==> config.mk <==
export PLATFORM = sky130hd
export DESIGN_NAME = mem_arbiter
export DESIGN_NICKNAME = d
export VERILOG_FILES = /design/src/rtl/mem_arbiter.sv
export SDC_FILE = /design/constraint.sdc
export NUM_CORES = 1
export LEC_CHECK = 0
export CAP_MARGIN = 20
export CORE_ASPECT_RATIO = 1.75
export CORE_MARGIN = 2
export CORE_UTILIZATION = 34
export CTS_BUF_LIST = sky130_fd_sc_hd__clkbuf_8
export CTS_CLUSTER_SIZE = 20
export DETAILED_ROUTE_END_ITERATION = 16
export PLACE_DENSITY_LB_ADDON = 0.08
export SKIP_CTS_REPAIR_TIMING = 1
export SYNTH_ARGS = -nofsm -noshare
export SYNTH_HDL_FRONTEND = slang
export SYNTH_SLANG_ARGS = --single-unit
==> constraint.sdc <==
create_clock -name clk -period 1.8 [get_ports clk]
set_clock_uncertainty 0.15 [all_clocks]
set_input_delay 0.18 -clock clk [delete_from_list [all_inputs] [get_ports clk]]
set_output_delay 0.18 -clock clk [all_outputs]
set_load 0.1 [all_outputs]
==> src/rtl/mem_arbiter.sv <==
// mem_arbiter: two-to-one arbiter that puts the instruction-fetch port and the
// data port onto one memory interface. It carries one transaction at a time
// and has a per-transaction watchdog that aborts a hung access and sets a
// sticky error flag.
// Build option: define MEM_ARB_RR_EN to replace the fixed data-over-fetch
// priority with round-robin arbitration.
//
// state     | meaning
// ----------+-----------------------------------------------------------
// ST_IDLE   | no transaction in flight; the next request is captured here
// ST_BUSY_I | fetch transaction held downstream, waiting for mem_resp
// ST_BUSY_D | data transaction held downstream, waiting for mem_resp
module mem_arbiter #(
  parameter int TIMEOUT = 1024
) (
  input  logic        clk,
  input  logic        rst_n,
  input  logic [31:0] i_addr,
  input  logic        i_read,
  output logic [31:0] i_rdata,
  output logic        i_resp,
  input  logic [31:0] d_addr,
  input  logic        d_read,
  input  logic        d_write,
  input  logic [3:0]  d_wmask,
  input  logic [31:0] d_wdata,
  output logic [31:0] d_rdata,
  output logic        d_resp,
  output logic [31:0] mem_addr,
  output logic        mem_read,
  output logic        mem_write,
  output logic [3:0]  mem_wmask,
  output logic [31:0] mem_wdata,
  input  logic [31:0] mem_rdata,
  input  logic        mem_resp,
  output logic        err
);

  // TIMEOUT = 0 disables the watchdog; keep the counter at least one bit wide
  localparam int              CW       = (TIMEOUT > 0) ? $clog2(TIMEOUT + 1) : 1;
  localparam logic [CW-1:0]   LP_TMO   = CW'(TIMEOUT);
  localparam bit              LP_WD_EN = (TIMEOUT != 0);

  typedef enum logic [1:0] {
    ST_IDLE   = 2'd0,
    ST_BUSY_I = 2'd1,
    ST_BUSY_D = 2'd2
  } state_t;

  state_t        r_state;
  logic [CW-1:0] r_cnt;
  logic          r_err;
  logic [31:0]   r_mem_addr;
  logic          r_mem_read;
  logic          r_mem_write;
  logic [3:0]    r_mem_wmask;
  logic [31:0]   r_mem_wdata;

  logic w_d_req;
  logic w_i_req;
  logic w_pick_d;
  logic w_busy;
  logic w_expire;
  logic w_done;

  assign w_d_req = d_read | d_write;
  assign w_i_req = i_read;
  assign w_busy  = (r_state != ST_IDLE);

`ifdef MEM_ARB_RR_EN
  // 1 = data port got the most recent grant, 0 = fetch port
  logic r_last_d;

  // on a tie, the port that was not granted last time wins
  assign w_pick_d = w_d_req & (~w_i_req | ~r_last_d);
`else
  // fixed priority: data wins over fetch
  assign w_pick_d = w_d_req;
`endif

  // mem_resp arriving in the expiry cycle takes precedence over the abort
  assign w_expire = LP_WD_EN && w_busy && !mem_resp && (r_cnt == LP_TMO);
  assign w_done   = w_busy & (mem_resp | w_expire);

  // response routing to the owning port; rdata is zero unless a real response
  assign i_resp  = (r_state == ST_BUSY_I) & w_done;
  assign d_resp  = (r_state == ST_BUSY_D) & w_done;
  assign i_rdata = ((r_state == ST_BUSY_I) && mem_resp) ? mem_rdata : 32'd0;
  assign d_rdata = ((r_state == ST_BUSY_D) && mem_resp) ? mem_rdata : 32'd0;

  assign mem_addr  = r_mem_addr;
  assign mem_read  = r_mem_read;
  assign mem_write = r_mem_write;
  assign mem_wmask = r_mem_wmask;
  assign mem_wdata = r_mem_wdata;
  assign err       = r_err;

  // arbitration FSM with registered downstream request and watchdog
  always_ff @(posedge clk or negedge rst_n) begin
    if (!rst_n) begin
      r_state     <= ST_IDLE;
      r_cnt       <= '0;
      r_err       <= 1'b0;
      r_mem_addr  <= 32'd0;
      r_mem_read  <= 1'b0;
      r_mem_write <= 1'b0;
      r_mem_wmask <= 4'd0;
      r_mem_wdata <= 32'd0;
`ifdef MEM_ARB_RR_EN
      r_last_d    <= 1'b0;
`endif
    end else begin
      case (r_state)
        ST_IDLE: begin
          // a stray mem_resp here is ignored
          if (w_d_req || w_i_req) begin
            r_cnt <= '0;
            if (w_pick_d) begin
              r_state     <= ST_BUSY_D;
              r_mem_addr  <= d_addr;
              // read+write together is treated as a write and flagged
              r_mem_read  <= d_read & ~d_write;
              r_mem_write <= d_write;
              r_mem_wmask <= d_wmask;
              r_mem_wdata <= d_wdata;
              if (d_read && d_write) r_err <= 1'b1;
            end else begin
              r_state     <= ST_BUSY_I;
              r_mem_addr  <= i_addr;
              r_mem_read  <= 1'b1;
              r_mem_write <= 1'b0;
              r_mem_wmask <= 4'd0;
              r_mem_wdata <= 32'd0;
            end
`ifdef MEM_ARB_RR_EN
            r_last_d <= w_pick_d;
`endif
          end
        end
        default: begin
          if (mem_resp || w_expire) begin
            r_state     <= ST_IDLE;
            r_mem_read  <= 1'b0;
            r_mem_write <= 1'b0;
            if (w_expire) r_err <= 1'b1;
          end else if (LP_WD_EN) begin
            r_cnt <= r_cnt + 1'b1;
          end
        end
      endcase
    end
  end

endmodule

Yosys cells after proc, flatten, opt, wreduce, memory -nomap -nowiden
Cells that the tools add are included.
Cells by class
  reduce and logical (&&, ||, !) cells: 16
  bitwise logic cells: 7
  equal/unequal tests: 7
  mux-type cells: 25
  add/sub/neg operators: 1
Operators with widths (count)
  $mux 32: 4
  $mux 11: 3
  $mux 1: 13
  $add 11x1->11 const B: 1
  $eq 11x11->1 const B: 1
  $mux 2: 4
  $ne 2x2->1 const B: 3
  $reduce_and 2->1: 3
  $reduce_bool 2->1: 3
  $logic_and 1x1->1: 5
  $reduce_and 5->1: 1
  $and 1x1->1: 4
  $mux 4: 1
  $eq 2x1->1 const B: 1
  $eq 2x2->1 const B: 1
  $logic_not 2->1: 1
  $logic_or 1x1->1: 2
  $ne 2x1->1 const B: 1
  $or 1x1->1: 2
  $logic_not 1->1: 1
  $not 1->1: 1
Word-level totals
  word-level logic and storage cells: 64
  register bits: 84
  bits of input ports: 138
  output and inout port bits: 137

Longest topological paths before layout
  word-level depth: 6
  mapped depth: 6
  mapped depth without buffers: 5

Least setup slack after synthesis
No wires, ideal clock.
  path type: register -> output
  start: reg r_cnt[7]
  end: out d_resp
  cell stages (with the launch flop): 4
  slack: -1.767 ns
  arrival: 3.237 ns
  data required time: 1.470 ns
  cells stage by stage: dfrtp_1 nor4_1 a31oi_1 nor3b_1
On the way
  cells in the longest elaborated chain, start to end: 5
Ends and longest elaborated chain
  start, declared: RTL line 51  | logic [CW-1:0] r_cnt;
  start signal, assigned: RTL line 147  | r_cnt <= r_cnt + 1'b1;
  $eq 11x11->1: RTL line 82  | assign w_expire = LP_WD_EN && w_busy && !mem_resp && (r_cnt == LP_TMO);
  $logic_and 1x1->1: RTL line 82
  $or 1x1->1: RTL line 83  | assign w_done = w_busy & (mem_resp | w_expire);
  $and 1x1->1: RTL line 83
  $and 1x1->1: RTL line 87  | assign d_resp = (r_state == ST_BUSY_D) & w_done;
  end, declared: RTL line 28  | output logic d_resp,
No other way between the ends.

Worst setup path after layout
  start: reg r_cnt[1]
  end: out i_resp
On the way
  cells in the longest elaborated chain, start to end: 5
Ends and longest elaborated chain
  $eq 11x11->1: RTL line 82
  $logic_and 1x1->1: RTL line 82
  $or 1x1->1: RTL line 83
  $and 1x1->1: RTL line 83
  $and 1x1->1: RTL line 86  | assign i_resp = (r_state == ST_BUSY_I) & w_done;
  end, declared: RTL line 21  | output logic i_resp,
No other way between the ends.

==> out/qor.tcl <==
set qor(r2r-end) {r_cnt[2]}
set qor(post_route_setup_tns_ns) -22.22
set qor(chain_of_cells_forming_the_critical_path) {inv_2 -> ha_4 -> and4bb_2 -> a31oi_4 -> nor3b_4 -> buf_12}
set qor(avg_inst_size_synth_um2) 10.74
set qor(clock_network_power_share_pct) 7.6
set qor(grt_antenna_before_repair) 0
set qor(start_util_pct) 34.80
set qor(critical_path.max_stage_delay_ns) 0.40
set qor(fin_hold_ws_ns) 0.07397
set qor(p_int_w) 0.008204
set qor(timing.rr.start) {r_cnt[4]}
set qor(crit_fanout) 3
set qor(worst_ir_drop_vdd_uv) 1532
set qor(tritoncts) {yes}
set qor(finalWirelength_um) 17340
set qor(sequential_cell_area_mm2) 0.002107
set qor(detailedPlacementHpwl_um) 13240
set qor(top_signal_layer_used) {met4}
set qor(cts.clk_slew.worst_paths_ns) 0.09
set qor(worst-r2r-setup-slack_ns) 0.03
set qor(fin_util_pct) 76.72
set qor(max_slew_headroom_pct) 64.54
set qor(timing.final.crit_share_pct) 121.5
set qor(timing.final.setup_violations) 66
set qor(timing.critical_path.from_type) {flip-flop}
set qor(worstPathArrival_ns) 1.86
set qor(critPathCaptureType) {output pin}
set qor(clk-insertion-delay-late_ns) 0.35
set qor(cell_family_contributing_the_most_delay_on_the_critical_path) {simple AND/OR/NAND/NOR gates}
set qor(reg2regPathDepth) 3
set qor(timing.final.ws_setup_ns) -0.3868
set qor(drt_iter0_markers) 189
set qor(synth.yosys.seq_area_share_pct) 50.04
set qor(synth_async_sr_flop_share_pct) 100.0
set qor(area_leader_netlist) {dfrtp_1}
set qor(first_pass_iters) 4
set qor(die_area_mm2) 0.01329
set qor(grt_pass1_wl_um) 24650
set qor(synthesis.nets) 531
set qor(io_pins) 275
set qor(critPathSlowestCell) {dfrtp_1}
set qor(worst_setup_path_startpoint) {r_cnt[1]}
set qor(htree_depth) 3
set qor(drv_slew) 0
set qor(max_freq_mhz) 457.3
set qor(fraction_of_layout_instances_using_a_drive_strength_above_1_pct) 40.82
set qor(hold_vio_cnt_final) 0
set qor(critical_path_depth) 6
set qor(synth-edff-count) 0
set qor(post_synth_main_area_contributors) {dfrtp_1 (50%), and2_1 (9.5%), mux2i_1 (8.6%), a22o_1 (7.5%), o21ai_0 (6.9%)}
set qor(path_class) {flip-flop to output pin}
set qor(ant_nets) 0
set qor(area_share_of_the_leading_cell_type_in_the_synthesized_netlist_pct) 50.04
set qor(met2_length_um) 9538
set qor(post_synth_inst_count) 391
set qor(hp-class) {primary input to async pin}
set qor(swShare_pct) 55.28
set qor(max_cap_violations) 0
set qor(gp_congestion) 0.8226
set qor(buffer_ports.inserted) 274
set qor(ys_ff_latch) 84
set qor(fin_crit_ns) 2.187
set qor(global_route.overflow_total) 0
set qor(yosysUniqueCellTypes) 41
set qor(drt-wirelength-per-cell_um) 20.35
set qor(finish.net_count) 821
set qor(routedLengthMet1_um) 5988
set qor(route.detailed.vias_per_inst) 5.123
set qor(cts_buffer_depth) 2
set qor(synth-warning-count) 0
set qor(setup_repair_after_global_routing_missed_its_margin) {true}
set qor(pwr-share-comb_pct) 72.5
set qor(std_cell_rows) 53
set qor(portion_of_total_power_attributed_to_sequential_cells_pct) 19.9
set qor(crit_path_required_time_ns) 1.47
set qor(power.leakage_nw) 3.912
set qor(placeableCoreArea_mm2) 0.01207
set qor(yosys_most_used_dff) {dfrtp_1}
set qor(post-route-drc-count) 0
set qor(fillerInstances) 782
set qor(report.power.total_w) 0.01834
set qor(num_vias) 4365
set qor(area_delta_synth_final_pct) 120.4
set qor(mappedNetlistArea_mm2) 0.004200
set qor(p_per_area_mw_per_mm2) 1981
set qor(die_width_um) 88.02
set qor(status) {finished with violations}
set qor(worst_tran_pin_value_ns) 0.5306
set qor(power.switching_w) 0.01014
set qor(multi_input_area_mm2) 0.002167
set qor(root_buffer) {clkbuf_8}
set qor(grt_pass1_vias) 4508
set qor(setup.worst_path.end) {i_resp}
set qor(grt.total_usage_pct) 24.37
set qor(cp_num_buf_inv) 2
set qor(cts.sinks) 84
set qor(cts_inserted_buffers) 9
set qor(violations_in_the_final_reports) {negative setup slack}
set qor(die_y_um) 151.0
set qor(met3_wirelength_um) 1198
set qor(grt_start_max_net_pins) 51
[area by class of cell]
| cell class | instances | share of cell area [%] |
|---|---|---|
| Inverter | 3 | 0.1216 |
| Clock buffer | 11 | 1.635 |
| Multi-Input combinational cell | 272 | 23.41 |
| Tap cell | 165 | 2.230 |
| Sequential cell | 84 | 22.76 |
| Timing Repair Buffer | 311 | 49.19 |
| Antenna cell | 1 | 0.02703 |
| Clock inverter | 5 | 0.6351 |
[cell usage after synthesis, types with 2 or more instances]
cell and count:
nor3b_1 2, ha_1 2, a31oi_1 3, or4_4 2
nor2_4 2, and2_1 64, buf_4 8, buf_2 9
o21ai_0 58, or4_1 4, or3_1 2, nor4_1 3
nand3_1 3, clkbuf_1 15, a21oi_1 7, and3b_1 2
mux2i_1 36, nand4_1 3, inv_1 3, dfrtp_1 84
o21ai_1 12, nand2_1 3, o31ai_1 5, nor2_1 5
o21bai_1 3, a22o_1 36
[through the flow]
step	setup slack (ns)	area, um2	instances
3_3_place_gp	-0.1559	8796	827
3_5_place_dp	-0.2518	8796	827
4_1_cts	-0.4175	9006	843
5_1_grt	-0.4517	9256	851
2_1_floorplan	-0.4180	4333	391
6_report	-0.3868	9259	852
[power groups by stage]
stage                     combinational, W  sequential [W]  clock (W)
after CTS                           0.0131         0.00364    0.00141
after floorplan                    0.00244         0.00878          0
after detailed placement            0.0131         0.00364          0
after global placement              0.0129         0.00360          0
after global routing                0.0136         0.00375    0.00152
final                               0.0133         0.00365    0.00140
[layout by cell type (no fill, tap or decap), types with 3 or more instances in the layout]
cell type / count
clkbuf_8: 11
or4_1: 4
clkdlybuf4s50_1: 136
mux2i_1: 36
nand3_1: 3
a21oi_1: 7
buf_6: 6
clkbuf_16: 3
nand4_1: 3
buf_4: 21
dfrtp_1: 80
o21ai_0: 58
nand2_1: 3
dfrtp_2: 4
o21ai_1: 12
nor2_1: 5
a22o_1: 36
o31ai_1: 5
buf_12: 144
nor2_4: 3
and2_4: 64
[kinds of logic (layout without fill, tap and decap cells)]
family / Yosys count / count (layout) / share of synthesized area [%]
muxes: 36 / 36 / 8.579
other: 0 / 1 / 0
DFF: 84 / 84 / 50.04
AOI/OAI and AO/OA: 133 / 133 / 20.94
and+or+nand+nor: 100 / 101 / 15.37
adders and majority gates: 2 / 2 / 0.5957
buffers and inverters: 36 / 330 / 4.468
[state kept, by name, summed over array words and instances (netlist names)]
signal and cells:
r_state 2, mem_write 1, err 1, mem_wmask 4, mem_wdata 32, mem_read 1, r_cnt 11, mem_addr 32
[worst min-delay path by stage]
stage | from | endpoint | slack [ns] | cells past startpoint
6_report | rst_n | r_cnt[4] | 0.07 | 2
5_1_grt | rst_n | r_cnt[4] | 0.09 | 2
4_1_cts | rst_n | r_cnt[4] | -0.48 | 1
3_5_place_dp | rst_n | r_cnt[4] | -0.1 | 1
3_3_place_gp | rst_n | r_cnt[6] | -0.1 | 1
2_1_floorplan | rst_n | err | -0.27 | 0
[layer usage]
metal	vias up	global-route usage, %
met5	-	0
met4	0	8.712
met3	39	5.831
met2	211	43.22
met1	2117	28.15
li1	1998	-
Note: power is estimated with default switching activity, not from simulation.
